File: src/rtl/vga_window_ctrl_if.sv
// ---------------------------------------------------------------------------
// vga_window_ctrl_if
// Image-memory read port between the VGA window controller and the memory
// holding the source image. The memory is synchronous: pix_data is valid one
// clock after the clock in which mem_rd/mem_addr are presented.
//
// Signals:
//   mem_rd    - read strobe, high for every visible pixel inside the window
//   mem_addr  - image address (row-major, IMG_W pixels per row)
//   pix_data  - {B,G,R}, CW bits per channel, R in the LSBs
//
// Modports:
//   master - the controller (drives mem_rd/mem_addr, receives pix_data)
//   slave  - the memory (receives mem_rd/mem_addr, drives pix_data)
// ---------------------------------------------------------------------------
interface vga_window_ctrl_if #(
  parameter int ADDR_W = 15,
  parameter int CW     = 2
);
  logic              mem_rd;
  logic [ADDR_W-1:0] mem_addr;
  logic [3*CW-1:0]   pix_data;

  modport master (
    output mem_rd,
    output mem_addr,
    input  pix_data
  );

  modport slave (
    input  mem_rd,
    input  mem_addr,
    output pix_data
  );
endinterface

File: src/rtl/vga_window_ctrl.sv
// ---------------------------------------------------------------------------
// vga_window_ctrl
// VGA timing generator that places an IMG_W x IMG_H image, optionally
// magnified 2x or 4x, at a programmable position inside the active area.
// Window position/scale are shadowed at the end of every frame so that
// changes never tear the frame being displayed.
//
// Pipeline (every output has the same 3-clock latency from the counters):
//   N   : hcnt/vcnt, window decode
//   N+1 : mem_rd/mem_addr registered
//   N+2 : memory returns pix_data
//   N+3 : vga_rgb, vga_hsync, vga_vsync, frame_start registered
//
// Ports:
//   clk25M      - pixel clock
//   reset_n     - asynchronous active-low reset
//   win_x/win_y - window top-left corner (column/line)
//   win_scale   - 0=1x, 1=2x, 2=4x, 3=1x
//   mem         - image-memory read port (vga_window_ctrl_if.master)
//   vga_hsync   - horizontal sync, asserted level SYNC_POL
//   vga_vsync   - vertical sync, asserted level SYNC_POL
//   vga_rgb     - {R[3:0],G[3:0],B[3:0]}
//   frame_start - one-clock pulse coincident with output pixel (0,0)
//
// Build option:
//   VGA_BORDER_EN - when defined, a 2-pixel frame around the active area is
//                   painted BORDER_COLOR on top of image and background.
// ---------------------------------------------------------------------------
module vga_window_ctrl #(
  parameter int          H_ACTIVE     = 640,
  parameter int          H_FP         = 16,
  parameter int          H_SYNC       = 96,
  parameter int          H_BP         = 48,
  parameter int          V_ACTIVE     = 480,
  parameter int          V_FP         = 10,
  parameter int          V_SYNC       = 2,
  parameter int          V_BP         = 33,
  parameter int          IMG_W        = 256,
  parameter int          IMG_H        = 128,
  parameter int          ADDR_W       = 15,
  parameter int          CW           = 2,
  parameter bit          SYNC_POL     = 1'b0,
  parameter logic [11:0] BG_COLOR     = 12'h000,
  parameter logic [11:0] BORDER_COLOR = 12'hF00
) (
  input  logic                     clk25M,
  input  logic                     reset_n,
  input  logic [9:0]               win_x,
  input  logic [9:0]               win_y,
  input  logic [1:0]               win_scale,
  vga_window_ctrl_if.master        mem,
  output logic                     vga_hsync,
  output logic                     vga_vsync,
  output logic [11:0]              vga_rgb,
  output logic                     frame_start
);

  localparam int H_TOTAL = H_ACTIVE + H_FP + H_SYNC + H_BP;
  localparam int V_TOTAL = V_ACTIVE + V_FP + V_SYNC + V_BP;
  localparam int HCW     = $clog2(H_TOTAL);
  localparam int VCW     = $clog2(V_TOTAL);

  // Replicate a CW-bit channel MSB-first into 4 bits: the top 4 bits of
  // four back-to-back copies give e.g. ab -> abab, abc -> abca.
  function automatic logic [3:0] expand_chan(input logic [CW-1:0] ch);
    logic [4*CW-1:0] rep;
    rep = {4{ch}};
    return rep[4*CW-1 -: 4];
  endfunction

  // -------------------------------------------------------------------------
  // Stage 0: counters, shadow registers, window decode
  // -------------------------------------------------------------------------
  logic [HCW-1:0] hcnt_r;
  logic [VCW-1:0] vcnt_r;
  logic [9:0]     sx_r;
  logic [9:0]     sy_r;
  logic [1:0]     ss_r;

  logic           h_last_s;
  logic           v_last_s;

  assign h_last_s = (hcnt_r == HCW'(H_TOTAL - 1));
  assign v_last_s = (vcnt_r == VCW'(V_TOTAL - 1));

  // Pixel and line counters; vcnt advances on the hcnt wrap.
  always_ff @(posedge clk25M or negedge reset_n) begin
    if (!reset_n) begin
      hcnt_r <= '0;
      vcnt_r <= '0;
    end else if (h_last_s) begin
      hcnt_r <= '0;
      if (v_last_s) begin
        vcnt_r <= '0;
      end else begin
        vcnt_r <= vcnt_r + 1'b1;
      end
    end else begin
      hcnt_r <= hcnt_r + 1'b1;
    end
  end

  // Window shadow registers, reloaded only on the last pixel of a frame.
  always_ff @(posedge clk25M or negedge reset_n) begin
    if (!reset_n) begin
      sx_r <= 10'd0;
      sy_r <= 10'd0;
      ss_r <= 2'd0;
    end else if (h_last_s && v_last_s) begin
      sx_r <= win_x;
      sy_r <= win_y;
      ss_r <= win_scale;
    end
  end

  logic [31:0]       h_s;
  logic [31:0]       v_s;
  logic [31:0]       x_s;
  logic [31:0]       y_s;
  logic [31:0]       dx_s;
  logic [31:0]       dy_s;
  logic [31:0]       win_w_s;
  logic [31:0]       win_h_s;
  logic [1:0]        shift_s;
  logic              active_s;
  logic              in_win_s;
  logic [ADDR_W-1:0] addr_s;
  logic              hs_s;
  logic              vs_s;
  logic              fs_s;

  // Window decode and image address for the current counter position.
  always_comb begin
    h_s      = 32'(hcnt_r);
    v_s      = 32'(vcnt_r);
    x_s      = 32'(sx_r);
    y_s      = 32'(sy_r);
    // Scale code 3 is not a valid magnification and falls back to 1x.
    shift_s  = (ss_r == 2'd3) ? 2'd0 : ss_r;
    // dx/dy wrap when the counter is left of/above the window; the explicit
    // >= compares below keep such positions out of the window.
    dx_s     = h_s - x_s;
    dy_s     = v_s - y_s;
    win_w_s  = 32'(IMG_W) << shift_s;
    win_h_s  = 32'(IMG_H) << shift_s;
    active_s = (h_s < 32'(H_ACTIVE)) && (v_s < 32'(V_ACTIVE));
    in_win_s = active_s && (h_s >= x_s) && (v_s >= y_s) &&
               (dx_s < win_w_s) && (dy_s < win_h_s);
    addr_s   = ADDR_W'(((dy_s >> shift_s) * 32'(IMG_W)) + (dx_s >> shift_s));
    hs_s     = ((h_s >= 32'(H_ACTIVE + H_FP)) &&
                (h_s <  32'(H_ACTIVE + H_FP + H_SYNC))) ? SYNC_POL : ~SYNC_POL;
    vs_s     = ((v_s >= 32'(V_ACTIVE + V_FP)) &&
                (v_s <  32'(V_ACTIVE + V_FP + V_SYNC))) ? SYNC_POL : ~SYNC_POL;
    fs_s     = (hcnt_r == '0) && (vcnt_r == '0);
  end

`ifdef VGA_BORDER_EN
  logic border_s;

  // Two-pixel frame along every edge of the active area.
  always_comb begin
    border_s = active_s &&
               ((h_s < 32'd2) || (h_s > 32'(H_ACTIVE - 3)) ||
                (v_s < 32'd2) || (v_s > 32'(V_ACTIVE - 3)));
  end
`endif

  // -------------------------------------------------------------------------
  // Stage 1: memory request plus timing flags
  // -------------------------------------------------------------------------
  logic              mem_rd_r;
  logic [ADDR_W-1:0] mem_addr_r;
  logic              act1_r;
  logic              hs1_r;
  logic              vs1_r;
  logic              fs1_r;

  // Memory request; the address holds its last value between reads.
  always_ff @(posedge clk25M or negedge reset_n) begin
    if (!reset_n) begin
      mem_rd_r   <= 1'b0;
      mem_addr_r <= '0;
      act1_r     <= 1'b0;
      hs1_r      <= ~SYNC_POL;
      vs1_r      <= ~SYNC_POL;
      fs1_r      <= 1'b0;
    end else begin
      mem_rd_r   <= in_win_s;
      if (in_win_s) begin
        mem_addr_r <= addr_s;
      end
      act1_r     <= active_s;
      hs1_r      <= hs_s;
      vs1_r      <= vs_s;
      fs1_r      <= fs_s;
    end
  end

  assign mem.mem_rd   = mem_rd_r;
  assign mem.mem_addr = mem_addr_r;

  // -------------------------------------------------------------------------
  // Stage 2: flags aligned with the memory read latency
  // -------------------------------------------------------------------------
  logic win2_r;
  logic act2_r;
  logic hs2_r;
  logic vs2_r;
  logic fs2_r;

  // Delay timing flags while the memory produces pix_data.
  always_ff @(posedge clk25M or negedge reset_n) begin
    if (!reset_n) begin
      win2_r <= 1'b0;
      act2_r <= 1'b0;
      hs2_r  <= ~SYNC_POL;
      vs2_r  <= ~SYNC_POL;
      fs2_r  <= 1'b0;
    end else begin
      win2_r <= mem_rd_r;
      act2_r <= act1_r;
      hs2_r  <= hs1_r;
      vs2_r  <= vs1_r;
      fs2_r  <= fs1_r;
    end
  end

`ifdef VGA_BORDER_EN
  logic border1_r;
  logic border2_r;

  // Border flag follows the same two-stage delay as the other flags.
  always_ff @(posedge clk25M or negedge reset_n) begin
    if (!reset_n) begin
      border1_r <= 1'b0;
      border2_r <= 1'b0;
    end else begin
      border1_r <= border_s;
      border2_r <= border1_r;
    end
  end
`endif

  // -------------------------------------------------------------------------
  // Stage 3: colour select and output registers
  // -------------------------------------------------------------------------
  logic [CW-1:0] r_s;
  logic [CW-1:0] g_s;
  logic [CW-1:0] b_s;
  logic [11:0]   rgb_s;

  assign r_s = mem.pix_data[CW-1:0];
  assign g_s = mem.pix_data[2*CW-1:CW];
  assign b_s = mem.pix_data[3*CW-1:2*CW];

  // Colour priority: blanking, then border (if built), image, background.
  always_comb begin
    rgb_s = 12'h000;
    if (!act2_r) begin
      rgb_s = 12'h000;
    end
`ifdef VGA_BORDER_EN
    else if (border2_r) begin
      rgb_s = BORDER_COLOR;
    end
`endif
    else if (win2_r) begin
      rgb_s = {expand_chan(r_s), expand_chan(g_s), expand_chan(b_s)};
    end else begin
      rgb_s = BG_COLOR;
    end
  end

  // Output registers.
  always_ff @(posedge clk25M or negedge reset_n) begin
    if (!reset_n) begin
      vga_rgb     <= 12'h000;
      vga_hsync   <= ~SYNC_POL;
      vga_vsync   <= ~SYNC_POL;
      frame_start <= 1'b0;
    end else begin
      vga_rgb     <= rgb_s;
      vga_hsync   <= hs2_r;
      vga_vsync   <= vs2_r;
      frame_start <= fs2_r;
    end
  end

endmodule

File: src/flat_wrapper.sv
// flat-port wrapper written by rule: the top's interface ports become plain ports
module vga_window_ctrl_flat 
#(
  parameter int          H_ACTIVE     = 640,
  parameter int          H_FP         = 16,
  parameter int          H_SYNC       = 96,
  parameter int          H_BP         = 48,
  parameter int          V_ACTIVE     = 480,
  parameter int          V_FP         = 10,
  parameter int          V_SYNC       = 2,
  parameter int          V_BP         = 33,
  parameter int          IMG_W        = 256,
  parameter int          IMG_H        = 128,
  parameter int          ADDR_W       = 15,
  parameter int          CW           = 2,
  parameter bit          SYNC_POL     = 1'b0,
  parameter logic [11:0] BG_COLOR     = 12'h000,
  parameter logic [11:0] BORDER_COLOR = 12'hF00
)
  (clk25M, reset_n, win_x, win_y, win_scale, vga_hsync, vga_vsync, vga_rgb, frame_start, mem_mem_rd, mem_mem_addr, mem_pix_data);
  vga_window_ctrl_if #(.ADDR_W(ADDR_W), .CW(CW)) mem_i ();
  input  logic clk25M;
  input  logic reset_n;
  input  logic [9:0] win_x;
  input  logic [9:0] win_y;
  input  logic [1:0] win_scale;
  output logic vga_hsync;
  output logic vga_vsync;
  output logic [11:0] vga_rgb;
  output logic frame_start;
  output wire logic [$bits(mem_i.mem_rd)-1:0] mem_mem_rd;
  output wire logic [$bits(mem_i.mem_addr)-1:0] mem_mem_addr;
  input wire logic [$bits(mem_i.pix_data)-1:0] mem_pix_data;
  assign mem_mem_rd = mem_i.mem_rd;
  assign mem_mem_addr = mem_i.mem_addr;
  assign mem_i.pix_data = mem_pix_data;
  vga_window_ctrl #(.H_ACTIVE(H_ACTIVE), .H_FP(H_FP), .H_SYNC(H_SYNC), .H_BP(H_BP), .V_ACTIVE(V_ACTIVE), .V_FP(V_FP), .V_SYNC(V_SYNC), .V_BP(V_BP), .IMG_W(IMG_W), .IMG_H(IMG_H), .ADDR_W(ADDR_W), .CW(CW), .SYNC_POL(SYNC_POL), .BG_COLOR(BG_COLOR), .BORDER_COLOR(BORDER_COLOR)) u_core (.clk25M(clk25M), .reset_n(reset_n), .win_x(win_x), .win_y(win_y), .win_scale(win_scale), .mem(mem_i), .vga_hsync(vga_hsync), .vga_vsync(vga_vsync), .vga_rgb(vga_rgb), .frame_start(frame_start));
endmodule
File: config.mk
export PLATFORM = sky130hd
export DESIGN_NAME = vga_window_ctrl_flat
export DESIGN_NICKNAME = d
export VERILOG_FILES = /design/src/rtl/vga_window_ctrl_if.sv /design/src/rtl/vga_window_ctrl.sv /design/src/flat_wrapper.sv
export SDC_FILE = /design/constraint.sdc
export NUM_CORES = 1
export LEC_CHECK = 0
export CORE_ASPECT_RATIO = 1.5
export CORE_MARGIN = 5
export CORE_UTILIZATION = 45
export DETAILED_ROUTE_END_ITERATION = 12
export PLACE_DENSITY = 0.66
export RECOVER_POWER = 50
export REMOVE_ABC_BUFFERS = 1
export SETUP_SLACK_MARGIN = 0.05
export SYNTH_ARGS = -nofsm -noshare
export SYNTH_HDL_FRONTEND = slang
export SYNTH_SLANG_ARGS = --single-unit
File: constraint.sdc
create_clock -name clk25M -period 5.5 [get_ports clk25M]
set_clock_uncertainty 0.1 [all_clocks]
set_input_delay 0.55 -clock clk25M [delete_from_list [all_inputs] [get_ports clk25M]]
set_output_delay 0.55 -clock clk25M [all_outputs]
set_load 0.03 [all_outputs]
### Yosys cells after proc, flatten, opt, wreduce, memory -nomap -nowiden

Index checks and enable logic that the tools add are counted.

| word-level totals | value |
|---|---|
| bits in registers | 82 |
| input port bits | 30 |
| logic and storage cells | 60 |

| operators by class | value |
|---|---|
| add/sub/neg operators | 5 |
| $lt $le $gt $ge | 10 |
| eq/ne operators | 3 |
| shift-type cells | 4 |
| multiplexer cells | 7 |
| reductions and logical operators | 11 |

Operators with widths:

| kind | number |
|---|---|
| < comparator 32 bit | 2 |
| << shifter 8 x 2 -> 32 bit, first input constant | 1 |
| << shifter 9 x 2 -> 32 bit, first input constant | 1 |
| >> shifter 32 x 2 -> 15 bit | 1 |
| >> shifter 32 x 2 -> 7 bit | 1 |
| 2-to-1 mux 12 bit | 2 |
| subtractor 10 x 10 -> 11 bit | 2 |
| adder 10 x 1 -> 10 bit, second input constant | 2 |
| equality test 10 bit, second input constant | 2 |
| >= comparator 10 bit | 2 |
| logical NOT 10 bit | 2 |
| < comparator 10 bit, second input constant | 2 |
| < comparator 10 x 9 -> 1 bit, second input constant | 2 |
| 2-to-1 mux 10 bit | 2 |
| adder 15 bit | 1 |
| >= comparator 10 bit, second input constant | 1 |
| >= comparator 10 x 9 -> 1 bit, second input constant | 1 |
| logical AND 1 bit | 9 |
| equality test 2 bit, second input constant | 1 |
| 2-to-1 mux 1 bit | 2 |
| 2-to-1 mux 2 bit | 1 |

### Logic depth before layout (Yosys ltp)

Gate-level depths: netlist of run 1.

| depth | value |
|---|---|
| word-level depth | 6 |
| depth in mapped cells | 20 |
| mapped depth without buffers | 20 |

### Worst setup path after synthesis of run 1

No wires, ideal clock.

| timing | value |
|---|---|
| path kind | register -> register |
| start | register u_core.hcnt_r[0] |
| end | register u_core.mem_addr_r[11], in the netlist u_core.mem.mem_addr[11] |
| arrival | 4072 ps |
| required time | 5275 ps |
| setup slack | 1203 ps |
| cell stages (with the launch flop) | 19 |
| path buffers | 2 |
| clock period less this slack | 4297 ps |
| cells stage by stage | dfrtp_1 > inv_1 > ha_1 > inv_1 > fa_1 > a21o_1 > a21o_1 > a221oi_1 > xnor2_1 > ha_1 > o21a_1 > o21a_1 > o21a_1 > a2111o_1 > a211oi_4 > and2_1 > buf_6 > buf_12 > mux2_4 |

| on the way | value |
|---|---|
| longest elaborated chain between the ends | 6 |
| elaborated cells between the ends (all ways) | 11 |

Ends and longest elaborated chain:

| what | RTL line | text |
|---|---|---|
| from (decl) | vga_window_ctrl.sv:74 | `logic [HCW-1:0] hcnt_r;` |
| from (signal assigned) | vga_window_ctrl.sv:99 | `hcnt_r <= hcnt_r + 1'b1;` |
| parallel branches: the longest is 4 deep, another holds < comparator 32 bit | -- |  |
| logical AND 1 bit (*) | vga_window_ctrl.sv:147 | `in_win_s = active_s && (h_s >= x_s) && (v_s >= y_s) &&` |
| logical AND 1 bit (*) | vga_window_ctrl.sv:148 | `(dx_s < win_w_s) && (dy_s < win_h_s);` |
| via u_core.in_win_s | vga_window_ctrl.sv:126 | `logic in_win_s;` |
| to (signal assigned) | vga_window_ctrl.sv:190 | `mem_addr_r <= addr_s;` |
| to (decl) | vga_window_ctrl.sv:172 | `logic [ADDR_W-1:0] mem_addr_r;` |

Mark *: on every way through the listed nets, which the timed path passes.
A chain may end at the register's enable or synchronous reset.

### Final worst setup path of run 1

| timing | value |
|---|---|
| start | register u_core.hcnt_r[0] |
| end | register u_core.mem_addr_r[8], in the netlist u_core.mem.mem_addr[8] |

| on the way | value |
|---|---|
| longest elaborated chain between the ends | 6 |
| elaborated cells between the ends (all ways) | 11 |

Ends and longest elaborated chain:

| what |
|---|
| parallel branches: the longest is 6 deep, another holds < comparator 32 bit |

Parallel ways; which one is timed is not known.

==> results of run 1 <==
[cell usage after synthesis (2+ instances only)]
cell / number
sky130_fd_sc_hd__a31o_2: 2
sky130_fd_sc_hd__o21a_1: 12
sky130_fd_sc_hd__and4_1: 2
sky130_fd_sc_hd__a21o_1: 12
sky130_fd_sc_hd__nand4_1: 10
sky130_fd_sc_hd__dfstp_2: 6
sky130_fd_sc_hd__o21ai_0: 39
sky130_fd_sc_hd__and3_1: 9
sky130_fd_sc_hd__nor3_1: 11
sky130_fd_sc_hd__a211o_1: 2
sky130_fd_sc_hd__or3_1: 9
sky130_fd_sc_hd__nor2b_1: 2
sky130_fd_sc_hd__inv_1: 39
sky130_fd_sc_hd__mux2_2: 10
sky130_fd_sc_hd__nand2_1: 40
sky130_fd_sc_hd__clkbuf_1: 7
sky130_fd_sc_hd__dfrtp_1: 70
sky130_fd_sc_hd__buf_2: 5
sky130_fd_sc_hd__xor2_1: 9
sky130_fd_sc_hd__and2_1: 6
sky130_fd_sc_hd__xnor2_1: 19
sky130_fd_sc_hd__or4b_1: 2
sky130_fd_sc_hd__nor2_1: 38
sky130_fd_sc_hd__fa_1: 3
sky130_fd_sc_hd__mux2_4: 5
sky130_fd_sc_hd__a21oi_1: 24
sky130_fd_sc_hd__ha_1: 39
sky130_fd_sc_hd__clkbuf_8: 2
sky130_fd_sc_hd__mux2i_1: 12
sky130_fd_sc_hd__nor4b_1: 2
sky130_fd_sc_hd__nand3_1: 11
sky130_fd_sc_hd__a211oi_1: 3
sky130_fd_sc_hd__buf_4: 8
sky130_fd_sc_hd__mux4_2: 4
sky130_fd_sc_hd__a31oi_1: 5
[per-stage QoR]
stage	area (sq um)	setup slack [ns]
4_1_cts	5952	0.6565
5_1_grt	5948	0.4186
3_5_place_dp	5664	0.6863
6_report	5948	0.6389
2_1_floorplan	4837	1.001
3_3_place_gp	5664	0.7739
[cell families after synthesis]
group,after synthesis
buffers and inverters,65
adders and majority gates,42
xor gates and xnor gates,28
and+or+nand+nor,153
DFF,76
muxes,31
AOI/OAI and AO/OA,118
[cell type report]
| cell class | instances | area, sq um | share of cell area |
|---|---|---|---|
| Sequential cell | 76 | 1909 | 0.3210 |
| Clock inverter | 4 | 51.30 | 0.008624 |
| Tap cell | 147 | 183.9 | 0.03092 |
| Timing Repair Buffer | 66 | 639.4 | 0.1075 |
| Multi-Input combinational cell | 372 | 2781 | 0.4676 |
| Clock buffer | 12 | 236.5 | 0.03976 |
| Inverter | 39 | 146.4 | 0.02461 |
[critical path, delay by kind of cell (launching register included)]
family	cells	cell delay, ns
AOI/OAI and AO/OA	8	1.93
DFF	1	0.43
and+or+nand+nor	1	0.36
muxes	1	0.34
adders and majority gates	3	0.90
xor gates and xnor gates	1	0.23
buffers and inverters	3	0.43
[worst min-delay path by stage]
stage	endpoint	from	cells after the start
floorplan	u_core.act1_r	reset_n	0
global placement	u_core.act2_r	u_core.act1_r	0
detailed placement	u_core.fs2_r	u_core.fs1_r	0
CTS	u_core.vga_vsync	u_core.vs2_r	0
global route	u_core.vga_vsync	u_core.vs2_r	0
finish	u_core.vga_vsync	u_core.vs2_r	0
[power by group]
part	switching [mW]	internal, mW
logic	0.0129	0.0165
registers	0	0.560
clock network	0.223	0.351
total	0.236	0.928
[state kept, by name, summed over array words and instances (netlist names), 2 cells and up]
| signal | flops |
|---|---|
| u_core.ss_r | 2 |
| u_core.vga_rgb | 6 |
| u_core.sx_r | 10 |
| u_core.hcnt_r | 10 |
| u_core.sy_r | 10 |
| u_core.mem.mem_addr | 15 |
| u_core.vcnt_r | 10 |
[metal layers]
metal | track usage | part of all wire | vias up
met1 | 0.2070 | 0.42 | 1857
met5 | 0 | 0 | -
met4 | 0.07496 | 0.022 | 0
met2 | 0.3025 | 0.52 | 80
li1 | - | - | 1909
met3 | 0.03078 | 0.041 | 21
==> run summary, run 1 <==
Global router's overall resource usage: 0.1748. For this run the aggregate overflow at the end of global routing stands at 0. Clock tree synthesis selected as its root buffer the cell sky130_fd_sc_hd__clkbuf_16. The post-detailed-route count of antenna-violating nets was 0. The largest total area in the synthesized netlist belongs to sky130_fd_sc_hd__dfrtp_1.

The final hold violation count is 0, and the final number of setup-violating endpoints is 0. The end point of the critical path is u_core.mem.mem_addr[8]. For this design the top-level I/O count stands at 61.

After detailed routing, the number of remaining DRC violations is 0. The pre-antenna-repair detailed-routing pass consisted of 4 iterations. Walking the worst path, the cells encountered are inv_1, ha_1, inv_1, fa_1, a21o_1, a21o_1, a221oi_1, xnor2_1, ha_1, o21a_1, o21a_1, o21a_1, a2111o_1, a211oi_4, and2_1, buf_4, mux2_2. Detailed routing inserted a total of 3867 vias. The logs give 210 for the first-iteration detailed-routing DRC count and 0 for the post-CTS setup buffer count.

CTS built an H-tree with a depth of 3. Derived from the worst setup path, the maximum achievable clock frequency is 205.7 MHz. The initial antenna violation count was 0. After detailed routing, the average wire length per cell comes to 15.56 microns.

The number of buffers between clock root and the deepest sink was 2. Tracing the worst setup path back leads to its startpoint at u_core.hcnt_r[0]. The post-synthesis share of cell area spent on full adders, half adders and majority gates came out at 0.1093. Worst reg2reg path depth: 17. The part of the Yosys area used for sequential elements was 0.3806.

In the routed layout, each cell is associated on average with a via count of 5.401. Setup repair after global routing left no endpoint under its margin. The count of cells in the finished layout, fillers not included, comes to 716. TritonCTS built the clock tree. On the critical path, the stage with the largest delay is an instance of sky130_fd_sc_hd__dfrtp_1. Hold timing on the final database bottoms out at a slack of 0.2549 ns. For the distinct cell type count after synthesis, the log shows 69. The tools report the number of buffers inserted during clock tree synthesis as 9. The max-slew violation count was 77.

The post-synthesis compound-gate area fraction was 0.1596. Dividing total power by cell area gives a power density of 195.6 nW/um^2. The tools report the kind of end point of the critical path as a flip-flop. Summed over all nets, the half-perimeter wirelength after detailed placement is 8631 microns.

For the worst setup path, the data required time is 5.62 ns. Largest family of logic cells by synthesized area: compound AO/OA/AOI/OAI gates. The floorplan step set the die height to 139.3 microns.

The share of post-route cells with drive strength above 1 was 0.1002; the register-to-register setup slack was 0.64 ns. For this design the static power due to leakage is 2.835 nW. Counting flops and latches in the post-synthesis netlist gives 76.

Leaving out fill and tap cells, the most frequent cell in the layout is sky130_fd_sc_hd__dfrtp_1. Data arrives at the worst endpoint at 4.99 ns. The top cell type's share of synthesized area is 0.3492, and the portion of the clock cycle consumed by the worst path in the final layout is 0.8838.

After technology mapping, the gate count stands at 513. The dominant register cell in the synthesized netlist is sky130_fd_sc_hd__dfrtp_1. CTS saw 76 sinks. The critical path is of the reg -> reg type. The mux cell area share after synthesis works out to 0.07932. The startpoint class of the critical path was a flip-flop.

Relative max-transition margin: -1.655. The count of fill cells added during filler insertion was 1017. The most numerous cell type found on the critical path is sky130_fd_sc_hd__o21a_1. The clock slew at the register clock pins of the worst setup and hold paths came out at 0.06 ns.

The number of gates resized after CTS was 0. The number of flops mapped to enable cells by yosys is 0. The endpoint identified for the worst register-to-register timing path is u_core.mem.mem_addr[8]. The via count of the first global-routing pass is 3879.

The checks that failed: capacitance limit, slew limit. The delay contributed by the slowest stage of the critical path is 0.43 ns, and the mean instance size in the synthesized netlist is 9.778 sq um. The die covers 13400 sq um.

The hold buffer count at cts came out at 0. For the total instance count after detailed placement, the log shows 700. Post-synthesis to final-layout area growth: 18.58%. For the worst supply voltage drop on vdd, the log shows 142.2 uV. The reported max-cap violation count was 1; the netlist area before placement was 5016 sq um. The clock period minus final worst setup slack works out to 4.861 ns.

The min-delay analysis places its worst path in the category reg -> reg. The actual slew at the worst max-slew pin is 3.983 ns, and the floorplan row count is 47. The library cells used most frequently in the layout, excluding fill and tap cells, are sky130_fd_sc_hd__dfrtp_1, sky130_fd_sc_hd__clkdlybuf4s50_1, sky130_fd_sc_hd__nand2_1. Ranked by total cell area, the synthesized netlist is headed by sky130_fd_sc_hd__dfrtp_1, sky130_fd_sc_hd__ha_1, sky130_fd_sc_hd__o21ai_0. The core region is 11000 sq um. The run finished, with violations left. Port buffering added 60 buffers.

In this run the worst path has a maximum fanout of 9. The share of the synthesized netlist area taken by xor and xnor gates was 0.04889. The logs give 1.164 mW for the power consumption and 0 for the antenna cell count. The share of synthesized flip-flops with an asynchronous set or reset came out at 1.000. Routed wire length: 11140 microns.

The run gives 77 as the largest net degree at the start of global routing. The synthesized-area fraction occupied by and/or/nand/nor cells is 0.1574. The tools report the clock network latency to the later pin of the worst-skew pair as 0.34 ns. The utilization after layout came out at 0.5409.

The worst register-to-register path begins at u_core.hcnt_r[0]. At the end of routability-driven placement, the weighted congestion stood at 0.9018. The first global-routing pass estimated 18460 microns of wire. The tools report the sum of negative setup slack as 0 ns. During synthesis, Yosys emitted a total of 0 warnings. Starting density of the core: 0.4561. The die boundary width works out to 96.21 microns.

The tools report the number of nets in the layout as 636.
Power figures use the tool's default switching activity.
==> inputs of run 2 (changes only) <==
Settings changed: CTS_CLUSTER_DIAMETER set to 40.
==> results of run 2 <==
No change in the layout: final DEF, timing and power equal those of run 1.
